File: src/rtl/instr_decoder_pipe.sv
// Pipelined instruction decoder: registers op/rd/rs/imm plus control strobes on a valid/ready handshake.
// Non-LOAD results appear one edge after acceptance and LOAD results LOAD_LAT edges after acceptance; a stalled output holds and blocks intake.
module instr_decoder_pipe #(
  parameter int OP_W     = 3,
  parameter int REG_W    = 3,
  parameter int IMM_W    = 8,
  parameter int LOAD_LAT = 2,
  parameter int CNT_W    = 8
) (
  input  logic                          clk,
  input  logic                          rst,
  input  logic [OP_W+2*REG_W+IMM_W-1:0] in_instr,
  input  logic                          in_valid,
  output logic                          in_ready,
  output logic                          out_valid,
  input  logic                          out_ready,
  output logic [OP_W-1:0]               out_op,
  output logic [REG_W-1:0]              out_rd,
  output logic [REG_W-1:0]              out_rs,
  output logic [IMM_W-1:0]              out_imm,
  output logic                          wen_reg,
  output logic                          ren_mem,
  output logic                          wen_mem,
  output logic                          illegal,
  output logic                          busy,
  output logic [CNT_W-1:0]              retired
);

  localparam int WC_W = (LOAD_LAT > 1) ? $clog2(LOAD_LAT) : 1;

  localparam logic [OP_W-1:0] OP_NOP   = OP_W'(0);
  localparam logic [OP_W-1:0] OP_ADD   = OP_W'(1);
  localparam logic [OP_W-1:0] OP_SUB   = OP_W'(2);
  localparam logic [OP_W-1:0] OP_LOAD  = OP_W'(3);
  localparam logic [OP_W-1:0] OP_STORE = OP_W'(4);
  localparam logic [OP_W-1:0] OP_ADDI  = OP_W'(5);

  typedef enum logic {RUN = 1'b0, MEM_WAIT = 1'b1} state_e;

  typedef struct packed {
    logic [OP_W-1:0]  op;
    logic [REG_W-1:0] rd;
    logic [REG_W-1:0] rs;
    logic [IMM_W-1:0] imm;
  } instr_t;

  typedef struct packed {
    logic wen_reg;
    logic ren_mem;
    logic wen_mem;
    logic illegal;
  } ctl_t;

  state_e           state_q, state_d;
  logic [WC_W-1:0]  wait_cnt_q, wait_cnt_d;
  logic             out_valid_q, out_valid_d;
  instr_t           fields_q, fields_d;
  ctl_t             ctl_q, ctl_d;
  logic [CNT_W-1:0] retired_q, retired_d;

  instr_t in_fields;
  ctl_t   dec;
  logic   accept;
  logic   handoff;

  assign in_fields = instr_t'(in_instr);
  assign accept    = in_valid && in_ready;
  assign handoff   = out_valid_q && out_ready;

  always_comb begin
    dec = '0;
    case (in_fields.op)
      OP_NOP:                   ;
      OP_ADD, OP_SUB, OP_ADDI:  dec.wen_reg = 1'b1;
      OP_LOAD: begin
        dec.wen_reg = 1'b1;
        dec.ren_mem = 1'b1;
      end
      OP_STORE:                 dec.wen_mem = 1'b1;
      default:                  dec.illegal = 1'b1;
    endcase
    // R0 is hardwired, so no opcode may write it.
    if (in_fields.rd == '0) dec.wen_reg = 1'b0;
  end

  always_ff @(posedge clk or negedge rst) begin
    if (!rst) begin
      state_q     <= RUN;
      wait_cnt_q  <= '0;
      out_valid_q <= 1'b0;
      fields_q    <= '0;
      ctl_q       <= '0;
      retired_q   <= '0;
    end else begin
      state_q     <= state_d;
      wait_cnt_q  <= wait_cnt_d;
      out_valid_q <= out_valid_d;
      fields_q    <= fields_d;
      ctl_q       <= ctl_d;
      retired_q   <= retired_d;
    end
  end

  always_comb begin
    state_d     = state_q;
    wait_cnt_d  = wait_cnt_q;
    out_valid_d = out_valid_q;
    fields_d    = fields_q;
    ctl_d       = ctl_q;
    retired_d   = retired_q;

    if (handoff) begin
      out_valid_d = 1'b0;
      retired_d   = retired_q + CNT_W'(1);
    end

    case (state_q)
      RUN: begin
        if (accept) begin
          fields_d = in_fields;
          ctl_d    = dec;
          if ((in_fields.op == OP_LOAD) && (LOAD_LAT > 1)) begin
            state_d     = MEM_WAIT;
            wait_cnt_d  = WC_W'(LOAD_LAT - 1);
            out_valid_d = 1'b0;
          end else begin
            out_valid_d = 1'b1;
          end
        end
      end
      MEM_WAIT: begin
        wait_cnt_d = wait_cnt_q - WC_W'(1);
        if (wait_cnt_q == WC_W'(1)) begin
          out_valid_d = 1'b1;
          state_d     = RUN;
        end
      end
      default: state_d = RUN;
    endcase
  end

  always_comb begin
    in_ready  = rst && (state_q == RUN) && (!out_valid_q || out_ready);
    busy      = (state_q == MEM_WAIT);
    out_valid = out_valid_q;
    out_op    = fields_q.op;
    out_rd    = fields_q.rd;
    out_rs    = fields_q.rs;
    out_imm   = fields_q.imm;
    wen_reg   = ctl_q.wen_reg && out_valid_q;
    ren_mem   = ctl_q.ren_mem && out_valid_q;
    wen_mem   = ctl_q.wen_mem && out_valid_q;
    illegal   = ctl_q.illegal && out_valid_q;
    retired   = retired_q;
  end

endmodule

File: config.mk
export PLATFORM = sky130hd
export DESIGN_NAME = instr_decoder_pipe
export DESIGN_NICKNAME = d
export VERILOG_FILES = /design/src/rtl/instr_decoder_pipe.sv
export SDC_FILE = /design/constraint.sdc
export NUM_CORES = 1
export LEC_CHECK = 0
export BUFFER_PORTS_ARGS = -buffer_cell sky130_fd_sc_hd__buf_2
export CAP_MARGIN = 10
export CORE_MARGIN = 2
export CORE_UTILIZATION = 40
export DETAILED_ROUTE_END_ITERATION = 8
export PLACE_DENSITY_LB_ADDON = 0.1
export SKIP_LAST_GASP = 1
export SLEW_MARGIN = 20
export SYNTH_ARGS = -nofsm -noshare
export SYNTH_HDL_FRONTEND = slang
export SYNTH_SLANG_ARGS = --single-unit
File: constraint.sdc
create_clock -name clk -period 1.5 [get_ports clk]
set_input_delay 0.3 -clock clk [delete_from_list [all_inputs] [get_ports clk]]
set_output_delay 0.3 -clock clk [all_outputs]
set_load 0.05 [all_outputs]
* Word level (Yosys, flattened, before mapping) *
Index checks and enable logic that the tools add are counted.

storage, ports and cells
  output and inout port bits = 32
  word-level logic and storage cells = 54
  register bits after elaboration = 32

cells by class
  add/sub/neg operators = 2
  bitwise logic cells = 1
  reduce and logical (&&, ||, !) cells = 16
  eq/ne operators = 7
  multiplexer cells = 16

operators with widths
  kind                   count
  $mux W1                13
  $add A8 B1 Y8 const B  1
  $logic_and A1 B1 Y1    8
  $eq A3 B2 Y1 const B   2
  $eq A3 B3 Y1 const B   2
  $logic_not A3 Y1       2
  $pmux W1 S2            3
  $reduce_or A6 Y1       1
  $ne A2 B2 Y1 const B   2
  $reduce_and A2 Y1      2
  $reduce_or A4 Y1       1
  $eq A3 B1 Y1 const B   1
  $logic_not A1 Y1       1
  $logic_or A1 B1 Y1     1
  $not A1 Y1             1
  $sub A1 B1 Y1 const B  1

* Depth between registers and ports, before layout *
Gate-level depths: netlist of run 1.

  depth after elaboration = 6
  gate-level depth with buffers = 4
  gate-level depth less buffers = 4

* Least setup slack after synthesis of run 1 *
Ideal clock, no wire load.

  path type = register to register
  from = reg state_q, in the netlist busy
  to = reg ctl_q[2] (netlist name)
  arrival = 1.523 ns
  clock period less this slack = 1.644 ns
  cell stages (with the launch flop) = 4
  setup slack = -0.144 ns
  library setup time = 0.121 ns
  path buffers = 0
  data required time = 1.379 ns
  cell sequence = dfrtp_1 -> inv_1 -> and3_1 -> a22o_1

on the way
  word-level cells in the longest chain between the ends = 5

ends and longest elaborated chain
  item                               RTL line  RTL
  start, declared                    54        state_e state_q, state_d;
  start signal, assigned             95        state_q <= state_d;
  $not A1 Y1 (no line)               -
  $logic_and A1 B1 Y1 (2 in series)  143       in_ready = rst && (state_q == RUN) && (!out_valid_q || out_ready);
  named net in_ready                 14        output logic in_ready,
  $logic_and A1 B1 Y1                67        assign accept = in_valid && in_ready;
  $reduce_and A2 Y1 (no line)        -
  end signal, assigned               99        ctl_q <= ctl_d;
  end, declared                      58        ctl_t ctl_q, ctl_d;

The timed path passes the listed nets, and every way through them passes these cells.
A chain may end at the register's enable or synchronous reset.

* Worst setup path in the final report of run 1 *
  from = reg out_valid_q, in the netlist out_valid
  to = out wen_reg

on the way
  word-level cells in the longest chain between the ends = 1

ends and longest elaborated chain
  item                    RTL line  RTL
  start, declared         56        logic out_valid_q, out_valid_d;
  start signal, assigned  97        out_valid_q <= out_valid_d;
  $logic_and A1 B1 Y1     150       wen_reg = ctl_q.wen_reg && out_valid_q;
  end, declared           21        output logic wen_reg,

Every way passes these cells.

==> results of run 1 <==
-- cells in the final DEF, fill, tap and decap left out, drive strengths merged, types with 2 or more instances in the layout --
master,count
mux2,20
nand4,2
a21oi,2
nor3,2
and2,4
xor2,2
nand2,7
clkbuf,7
xnor2,5
dfrtp,32
nand2b,3
buf,60
inv,3
nor2,2
and3,2
-- metrics by stage --
stage	utilization [%]	instance area (sq um)	worst slack, ns	cells
5_1_grt	56.5	1910	-0.0495	211
3_3_place_gp	52.2	1770	0.154	198
4_1_cts	56.0	1900	-0.0123	209
3_5_place_dp	52.2	1770	0.131	198
2_1_floorplan	-	1430	0.0186	98
6_report	56.5	1910	0.0151	211
-- path summary, 6_finish.rpt --
check                       startpoint    endpoint  depth (start not counted)
setup / recovery             out_valid     wen_reg                          3
hold / removal                     rst   out_op[1]                          2
setup reg to reg             out_valid  out_imm[3]                          5
hold reg to reg             retired[7]  retired[7]                          1
max in group asynchronous          rst   out_valid                          2
min in group clk           in_instr[7]  out_imm[7]                          2
-- synthesized netlist by cell type (all sizes together) --
| cell type | number | area (sq um) |
|---|---|---|
| and2 | 4 | 25.0 |
| dfrtp | 32 | 801 |
| xnor2 | 5 | 43.8 |
| a311oi | 1 | 8.76 |
| nand3 | 1 | 5.00 |
| inv | 3 | 11.3 |
| mux2 | 20 | 285 |
| o311ai | 1 | 16.3 |
| nor2 | 2 | 7.51 |
| buf | 2 | 22.5 |
| mux2i | 1 | 10.0 |
| xor2 | 2 | 17.5 |
| ha | 1 | 12.5 |
| a21oi | 2 | 10.0 |
| nand2 | 7 | 26.3 |
| and4 | 1 | 8.76 |
| a22o | 1 | 8.76 |
| nand4 | 2 | 27.5 |
| and4b | 1 | 10.0 |
| o32ai | 1 | 16.3 |
| nor3 | 2 | 10.0 |
| and3 | 2 | 12.5 |
| nor3b | 1 | 7.51 |
| nand2b | 3 | 26.3 |
-- power groups by stage --
stage               logic, W  registers [W]  clock network, W
global placement     0.00145        0.00125                 0
finish               0.00151        0.00125          0.000457
CTS                  0.00151        0.00125          0.000483
floorplan           0.000427        0.00193                 0
global route         0.00159        0.00128          0.000539
detailed placement   0.00146        0.00126                 0
-- metal layers --
layer,GRT usage [%],part of all wire [%]
met5,0,0
met4,8.15,2.1
met3,4.58,6.3
met2,22.7,47
met1,21.7,45
-- layout make-up --
class | instances | area, sq um | share of cell area, %
flip-flops and latches | 32 | 803 | 42.0
clock buffers | 7 | 45.0 | 2.35
clock inverters | 1 | 5.00 | 0.261
well taps | 46 | 57.6 | 3.01
multi-input cells | 61 | 611 | 31.9
inverters | 3 | 11.3 | 0.588
repair buffers | 61 | 382 | 19.9
-- kinds of logic after synthesis --
logic type,synth area share (%)
compound gates,4.20
mux,20.6
simple gates,11.6
flops,56.0
fa+ha+maj,0.875
buf+inv,2.36
xor+xnor,4.29
-- timing repair --
action / 4_1_cts / 5_1_grt
setup buffers: 2 / 2
setup endpoints to repair: 5 / 5
resized for setup: 18 / 0
hold buffers: 1 / 0
pin swaps: 0 / 0
endpoints found under the hold margin: 5 / 0
-- registers in the layout, summed over array words and instances (netlist names) --
register,cells
out_imm,8
out_rd,3
wait_cnt_q,1
busy,1
out_rs,3
ctl_q,4
retired,8
out_op,3
out_valid,1
-- worst max-delay path: cells and delay by family, from the launching register on --
kind | cells | cell delay [ns]
buffers and inverters | 2 | 0.28
DFF | 1 | 0.44
and+or+nand+nor | 1 | 0.13
==> flow_metrics.tcl, run 1 <==
set metrics [dict create \
    outcome "finished, final reports clean" \
    post-route-period-util_pct 99.0 \
    crit_arrival_ns 1.18 \
    dpl.hpwl_um 2060 \
    power_switching_w 0.00144 \
    floorplan.rows 21 \
    standby_leakage_power_nw 0.993 \
    critical-path-top-cell-by-count "sky130_fd_sc_hd__buf_6" \
    cpPeakStageDelay_ns 0.44 \
    r2r_setup_slack_ns 0.10 \
    drt-wirelength-per-cell_um 13.3 \
    p_int_w 0.00177 \
    cts_sinks 32 \
    grt_start_max_net_pins 28 \
    combinationalPowerShare_pct 46.9 \
    power.share.clock_pct 14.2 \
    cts-buffers-inserted 5 \
    crit_path_max_delay_cell_type "sky130_fd_sc_hd__dfrtp_2" \
    critPathCaptureType "output port" \
    clk_skew_ns 0.0100 \
    core_area_sq_um 3390 \
    yosys_warnings 0 \
    max-clock-path-buffers 2 \
    post_synth.cell_area_avg_sq_um 14.6 \
    synthesis.nets 120 \
    seqPwrFrac_pct 38.9 \
    vias_per_cell 4.75 \
    final_hold_viols 0 \
    io_pins 53 \
    drt_pass1_iterations 4 \
    gr-total-overflow 0 \
    drv_cap 0 \
    finalWeightedCongestion 0.734 \
    cts-htree-levels 2 \
    grt_pass1_vias 1043 \
    initial_utilization_pct 42.2 \
    max_freq_mhz 673 \
    fillerInstances 300 \
    worst_skew_pair_later_pin_latency_ns 0.33 \
    io_buffer_count 52 \
    grt_pass1_wl_um 4860 \
    cts-root-buf "sky130_fd_sc_hd__clkbuf_4" \
    finalWirelength_um 2810 \
    design.die.area_sq_um 4070 \
    grt_util_all_layers_pct 15.8 \
    hold_ws_ns 0.0713 \
    slew_headroom_pct 76.9 \
    timing.critical_path.required_ns 1.20 \
    post_synth_num_cell_types 27 \
    yosysSeqAreaShare_pct 56.0 \
    worstHoldPathType "primary input to asynchronous set/reset pin" \
    power.total_w 0.00321 \
    cp-start-kind "register" \
    tritoncts "done" \
    setup-tns-final_ns 0 \
    vdd_ir_drop_max_v 0.000730 \
    critPathMaxFanout 7 \
    area_delta_synth_final_pct 33.9 \
    die_x_um 63.8 \
    post-route-min-period_ns 1.48 \
    drc 0 \
    setup_viol 0 \
    sw_frac_of_total_pct 44.9 \
    rsz_0062_raised_after_global_routing "true" \
    worst_slew_pin_slew_ns 0.346 \
    timing.critical_path.cells "buf_6, and2_4, buf_6" \
    antenna-diode-count 0 \
    post_route_cells_drive_above_1_share_pct 59.4 \
    clk_transition_reported_paths_ns 0.10 \
    dr_total_vias 1002 \
    antenna_left 0 \
    synth-seq-cells 32 \
    chipHeight_um 63.8 \
    finish.net_count 186 \
    dr.first_iter.drc_count 40 \
    cellPowerDensity_nw_per_um2 1680 \
    synth_area_sq_um 1430 \
    postSynthCellCount 98 \
    grt_antenna_before_repair 0 \
    criticalPathCategory "register to output port" \
    drv_slew 0 \
]
No activity file was read; power rests on OpenSTA's default activity.
==> run 2, diff against run 1 <==
--- a/config.mk
+++ b/config.mk
@@ -5,6 +5,7 @@
 export SDC_FILE = /design/constraint.sdc
 export NUM_CORES = 1
 export LEC_CHECK = 0
+export ABC_AREA = 1
 export BUFFER_PORTS_ARGS = -buffer_cell sky130_fd_sc_hd__buf_2
 export CAP_MARGIN = 10
 export CORE_MARGIN = 2
==> constraint.sdc (replaced) <==
create_clock -name clk -period 1.5 [get_ports clk]
set_input_delay 0.15 -clock clk [delete_from_list [all_inputs] [get_ports clk]]
set_output_delay 0.15 -clock clk [all_outputs]
set_load 0.05 [all_outputs]
==> flow_metrics.tcl, run 2 <==
set metrics [dict create \
    outcome "finished, final reports clean" \
    worst-path-buf-inv 2 \
    clk_transition_reported_paths_ns 0.10 \
    r2r_setup_slack_ns 0.26 \
    r2r_end "out_op[0]" \
    drc 0 \
    finalWirelength_um 2830 \
    max_freq_mhz 714 \
    drt-wirelength-per-cell_um 10.5 \
    cellPowerDensity_nw_per_um2 1670 \
    timing.critical_path.required_ns 1.35 \
    core_area_sq_um 3390 \
    cpPeakStageDelay_ns 0.44 \
    rr_worst_depth 6 \
    drv_cap 0 \
    synth.largest_area_cell "sky130_fd_sc_hd__dfrtp_1" \
    drt_pass1_iterations 4 \
    standby_leakage_power_nw 1.07 \
    clk_skew_ns 0.00399 \
    worst_hold_path.num_cells 3 \
    design.die.area_sq_um 4070 \
    worstHoldPathType "primary input to register" \
    area_delta_synth_final_pct 25.8 \
    setup_viol 0 \
    cts-buffers-inserted 5 \
    post_synth_num_cell_types 22 \
    cts_sinks 32 \
    synthesis.nets 188 \
    cp-start-kind "register" \
    criticalPathCategory "register to output port" \
    initial_utilization_pct 42.2 \
    slew_headroom_pct 73.9 \
    finish.net_count 245 \
    vdd_ir_drop_max_v 0.000598 \
    post_synth.cell_area_avg_sq_um 8.62 \
    die_x_um 63.8 \
    worstReg2RegStart "busy" \
    crit_arrival_ns 1.25 \
    worst_skew_pair_later_pin_latency_ns 0.33 \
    critPathCaptureType "output port" \
    tritoncts "done" \
    placed_cell_areas_sq_um 1720 \
    preCtsSetupSlack_ns 0.227 \
    post-route-min-period_ns 1.40 \
    synth-seq-cells 32 \
    dpl.hpwl_um 2160 \
    io_pins 53 \
    synth_most_common_cell "sky130_fd_sc_hd__nand2_1" \
    post-place-cells 261 \
    grt_pass1_vias 1099 \
    post-route-period-util_pct 93.4 \
    dr_total_vias 1181 \
    hp-start "in_instr[0]" \
    layout_common_cells "76 x sky130_fd_sc_hd__nand2_1, 51 x sky130_fd_sc_hd__buf_2, 30 x sky130_fd_sc_hd__dfrtp_1" \
    grt_pass1_wl_um 4800 \
    post-cts-setup-buffers 0 \
    synthArstFlopShare_pct 100 \
    post_route_cells_drive_above_1_share_pct 33.5 \
    fraction_of_the_core_area_covered_by_cells_at_the_end_of_the_flow_pct 53.1 \
    crit_path_max_delay_cell_type "sky130_fd_sc_hd__dfrtp_2" \
    drv_slew 0 \
    rsz_0062_raised_after_global_routing "false" \
    antenna-diode-count 0 \
    vias_per_cell 4.37 \
    critical_path.top_delay_family "flip-flops" \
    number_of_enable_flip_flop_cells_after_synthesis 0 \
    fin_cells 270 \
    chipHeight_um 63.8 \
    critPathMaxFanout 5 \
    postSynthCellCount 166 \
    synth_area_sq_um 1430 \
    antenna_left 0 \
    floorplan.rows 21 \
    yosysSeqAreaShare_pct 55.9 \
    post_synth_top_cells "76 x sky130_fd_sc_hd__nand2_1, 32 x sky130_fd_sc_hd__dfrtp_1, 19 x sky130_fd_sc_hd__inv_1" \
    final_hold_viols 0 \
    cts-root-buf "sky130_fd_sc_hd__clkbuf_4" \
    final_common_cell "sky130_fd_sc_hd__nand2_1" \
    worst_slew_pin_slew_ns 0.391 \
    yosys_most_used_dff "sky130_fd_sc_hd__dfrtp_1" \
    yosys.area.top_type_share_pct 55.9 \
    grt_util_all_layers_pct 15.3 \
    grt_antenna_before_repair 0 \
    setup-tns-final_ns 0 \
    finalWeightedCongestion 0.708 \
    grt_start_max_net_pins 33 \
    io_buffer_count 52 \
    timing.critical_path.cells "nor2_2, nand2_2, inv_4, buf_6" \
    yosys_warnings 0 \
    fin_ws_ns 0.0991 \
    stdcell_area_sq_um 1800 \
    dr.first_iter.drc_count 35 \
    hold_end "out_imm[0]" \
    cts-htree-levels 2 \
    synth_area_leaders "sky130_fd_sc_hd__dfrtp_1 56%, sky130_fd_sc_hd__nand2_1 20%, sky130_fd_sc_hd__inv_1 5.0%" \
    max-clock-path-buffers 2 \
    gr-total-overflow 0 \
]
## run 2: what timing repair did
item | 4_1_cts | 5_1_grt
hold buffers | 1 | 0
cloned | 0 | 0
gates resized for setup | 1 | 2
endpoints found under the hold margin | 32 | 0
pin swaps | 0 | 0
endpoints found under the setup margin | 1 | 1
## run 2: worst register-to-register path: cells and delay by family (launching register included)
kind	cells	cell delay [ns]
AO/OA/AOI/OAI	1	0.05
flip-flops	1	0.44
AND/OR/NAND/NOR	4	0.54
buffers and inverters	1	0.08
## run 2: area by class of cell
type                       instances  area, sq um
clock inverter                     2         10.0
inverter                          20         77.6
fill                             329         1590
clock buffer                       6         51.3
multi-input combinational        110          517
sequential                        32          803
timing repair buffer              54          284
tap                               46         57.6
## run 2: metal layers
metal  global-route usage (%)  up-vias  part of all wire (%)  wire length (um)
met5                        0        -                     0                 0
met2                     25.4       37                    48              1360
met3                     5.46        4                   6.1               174
met1                     18.3      526                    45              1260
li1                         -      614                     -                 -
met4                     4.89        0                   1.1                31
## run 2: worst max-delay path by stage
stage                     slack [ns]      start    endpoint  depth (start not counted)
final                            0.1       busy    in_ready                          4
after global routing            0.01       busy    in_ready                          4
after CTS                      0.004       busy    in_ready                          4
after detailed placement        0.23       busy    ctl_q[0]                          6
after global placement          0.27       busy    ctl_q[1]                          6
after floorplan                 0.03  out_valid  out_imm[0]                          8
## run 2: cell families after synthesis
logic type | synth area share (%)
and+or+nand+nor | 27.6
DFF | 55.9
buffers and inverters | 8.13
AOI/OAI and AO/OA | 4.20
xor gates and xnor gates | 2.45
muxes | 0.787
adders and majority gates | 0.874
## run 2: power by group
part           internal [W]  switching, W
clock network      0.000223      0.000283
registers           0.00107      0.000160
logic              0.000300      0.000969
## run 2: stage by stage
stage / power, W / hold WS, ns
floorplan: 0.00221 / -0.146
global placement: 0.00250 / 0.208
detailed placement: 0.00253 / 0.209
CTS: 0.00305 / 0.00280
global route: 0.00318 / 0.0112
finish: 0.00301 / 0.0200
==> run 3, diff against run 2 <==
--- a/config.mk
+++ b/config.mk
@@ -10,6 +10,7 @@
 export CAP_MARGIN = 10
 export CORE_MARGIN = 2
 export CORE_UTILIZATION = 40
+export CTS_CLUSTER_SIZE = 28
 export DETAILED_ROUTE_END_ITERATION = 8
 export PLACE_DENSITY_LB_ADDON = 0.1
 export SKIP_LAST_GASP = 1
==> constraint.sdc (replaced) <==
create_clock -name clk -period 1.5 [get_ports clk]
set_input_delay 0.075 -clock clk [delete_from_list [all_inputs] [get_ports clk]]
set_output_delay 0.075 -clock clk [all_outputs]
set_load 0.05 [all_outputs]
==> flow_metrics.tcl, run 3 (synthesis gave the netlist of run 2 again) <==
set metrics [dict create \
    outcome "finished, final reports clean" \
    drt-wirelength-per-cell_um 10.5 \
    area_delta_synth_final_pct 36.4 \
    final_hold_viols 0 \
    antenna_left 0 \
    drv_slew 0 \
    post-route-period-util_pct 92.5 \
    vdd_ir_drop_max_v 0.000778 \
    tritoncts "done" \
    setup-tns-final_ns 0 \
    design.die.area_sq_um 4070 \
    grt_antenna_before_repair 0 \
    power_switching_w 0.00143 \
    max_freq_mhz 720 \
    clk_skew_ns 0.00346 \
    worst_slew_pin_slew_ns 0.404 \
    post-cts-setup-buffers 0 \
    placed_cell_areas_sq_um 1720 \
    worstReg2RegStart "busy" \
    grt_pass1_vias 1259 \
    drc 0 \
    rsz_0062_raised_after_global_routing "false" \
    core_area_sq_um 3390 \
    register_area_sq_um 803 \
    critPathMaxFanout 5 \
    drv_cap 0 \
    cellPowerDensity_nw_per_um2 1620 \
    max-clock-path-buffers 2 \
    post-route-min-period_ns 1.39 \
    cts_sinks 32 \
    dr_total_vias 1234 \
    die_x_um 63.8 \
    gr-total-overflow 0 \
    sw_frac_of_total_pct 45.1 \
    fin_ws_ns 0.112 \
    multi_input_area_sq_um 517 \
    grt_util_all_layers_pct 16.9 \
    grt_start_max_net_pins 33 \
    layout_common_cells "76 x sky130_fd_sc_hd__nand2_1, 51 x sky130_fd_sc_hd__buf_2, 30 x sky130_fd_sc_hd__dfrtp_1" \
    slew_headroom_pct 73.1 \
    clk_transition_reported_paths_ns 0.10 \
    preCtsSetupSlack_ns 0.196 \
    startpoint "busy" \
    power.total_w 0.00317 \
    vias_per_cell 4.35 \
    p_int_w 0.00174 \
    finish.net_count 259 \
    crit_arrival_ns 1.31 \
    grt_pass1_wl_um 5350 \
    floorplan.rows 21 \
    drt_pass1_iterations 4 \
    fillerInstances 317 \
    antenna-diode-count 0 \
    standby_leakage_power_nw 1.13 \
    initial_utilization_pct 42.2 \
    cts-buffers-inserted 5 \
    hp-start "in_instr[16]" \
    worst_skew_pair_later_pin_latency_ns 0.33 \
    dr.first_iter.drc_count 60 \
    power.share.clock_pct 20.2 \
    final_common_cell "sky130_fd_sc_hd__nand2_1" \
    cp-start-kind "register" \
    chipHeight_um 63.8 \
    finalWirelength_um 2990 \
    criticalPathCategory "register to output port" \
    dpl.hpwl_um 2070 \
    combinationalPowerShare_pct 40.8 \
    cts-root-buf "sky130_fd_sc_hd__clkbuf_4" \
    timing.critical_path.required_ns 1.42 \
    critPathCaptureType "output port" \
    finalWeightedCongestion 0.699 \
    cts-htree-levels 2 \
    worstHoldPathType "primary input to register" \
    seqPwrFrac_pct 39.0 \
    stdcell_area_sq_um 1950 \
    setup_viol 0 \
    post_route_cells_drive_above_1_share_pct 31.1 \
    io_buffer_count 52 \
    io_pins 53 \
]
## run 3: worst paths after layout
path                         endpoint  cells after the start  slack (ns)
setup / recovery             in_ready                      4        0.11
hold / removal              out_op[2]                      3        0.02
setup reg to reg             ctl_q[0]                      6        0.25
hold reg to reg            out_imm[2]                      2        0.48
max in group asynchronous   out_valid                      3        0.88
min in group asynchronous  retired[1]                      3        0.31
## run 3: final cells by class
type,count,area share (%)
clock inverters,2,1.79
repair buffers,68,21.5
inverters,20,3.97
flip-flops and latches,32,41.2
clock buffers,6,2.12
well taps,46,2.95
multi-input cells,110,26.5
## run 3: critical path, cell delays in order, from the launching register on
cell and delay (ns):
sky130_fd_sc_hd__dfrtp_2 0.44, sky130_fd_sc_hd__nor2_2 0.16, sky130_fd_sc_hd__nand2_2 0.11, sky130_fd_sc_hd__inv_4 0.08, sky130_fd_sc_hd__buf_4 0.19
## run 3: what timing repair did
| item | CTS | global route |
|---|---|---|
| setup endpoints to repair | 1 | 1 |
| hold buffers | 15 | 0 |
| endpoints found under the hold margin | 46 | 0 |
| gates resized for setup | 1 | 1 |
| gates cloned | 0 | 0 |
## run 3: per-stage QoR
| step | utilization (%) | hold WS (ns) | std cells |
|---|---|---|---|
| 3_5_place_dp | 50.8 | 0.131 | 261 |
| 2_1_floorplan | - | -0.221 | 166 |
| 6_report | 57.6 | 0.0189 | 284 |
| 5_1_grt | 57.6 | 0.0393 | 284 |
| 3_3_place_gp | 50.8 | 0.134 | 261 |
| 4_1_cts | 57.5 | 0.0123 | 284 |
## run 3: routing by layer
layer	wire length, um	GRT usage [%]
met1	1260	18.6
met2	1500	30.5
met3	188	5.46
met4	46	5.71
met5	0	0
## run 3: power groups by stage
stage                     logic [W]  registers (W)  clock network (W)
final                       0.00129        0.00124           0.000641
after global routing        0.00139        0.00127           0.000715
after CTS                   0.00130        0.00124           0.000658
after detailed placement    0.00127        0.00125                  0
after global placement      0.00126        0.00124                  0
after floorplan            0.000363        0.00185                  0
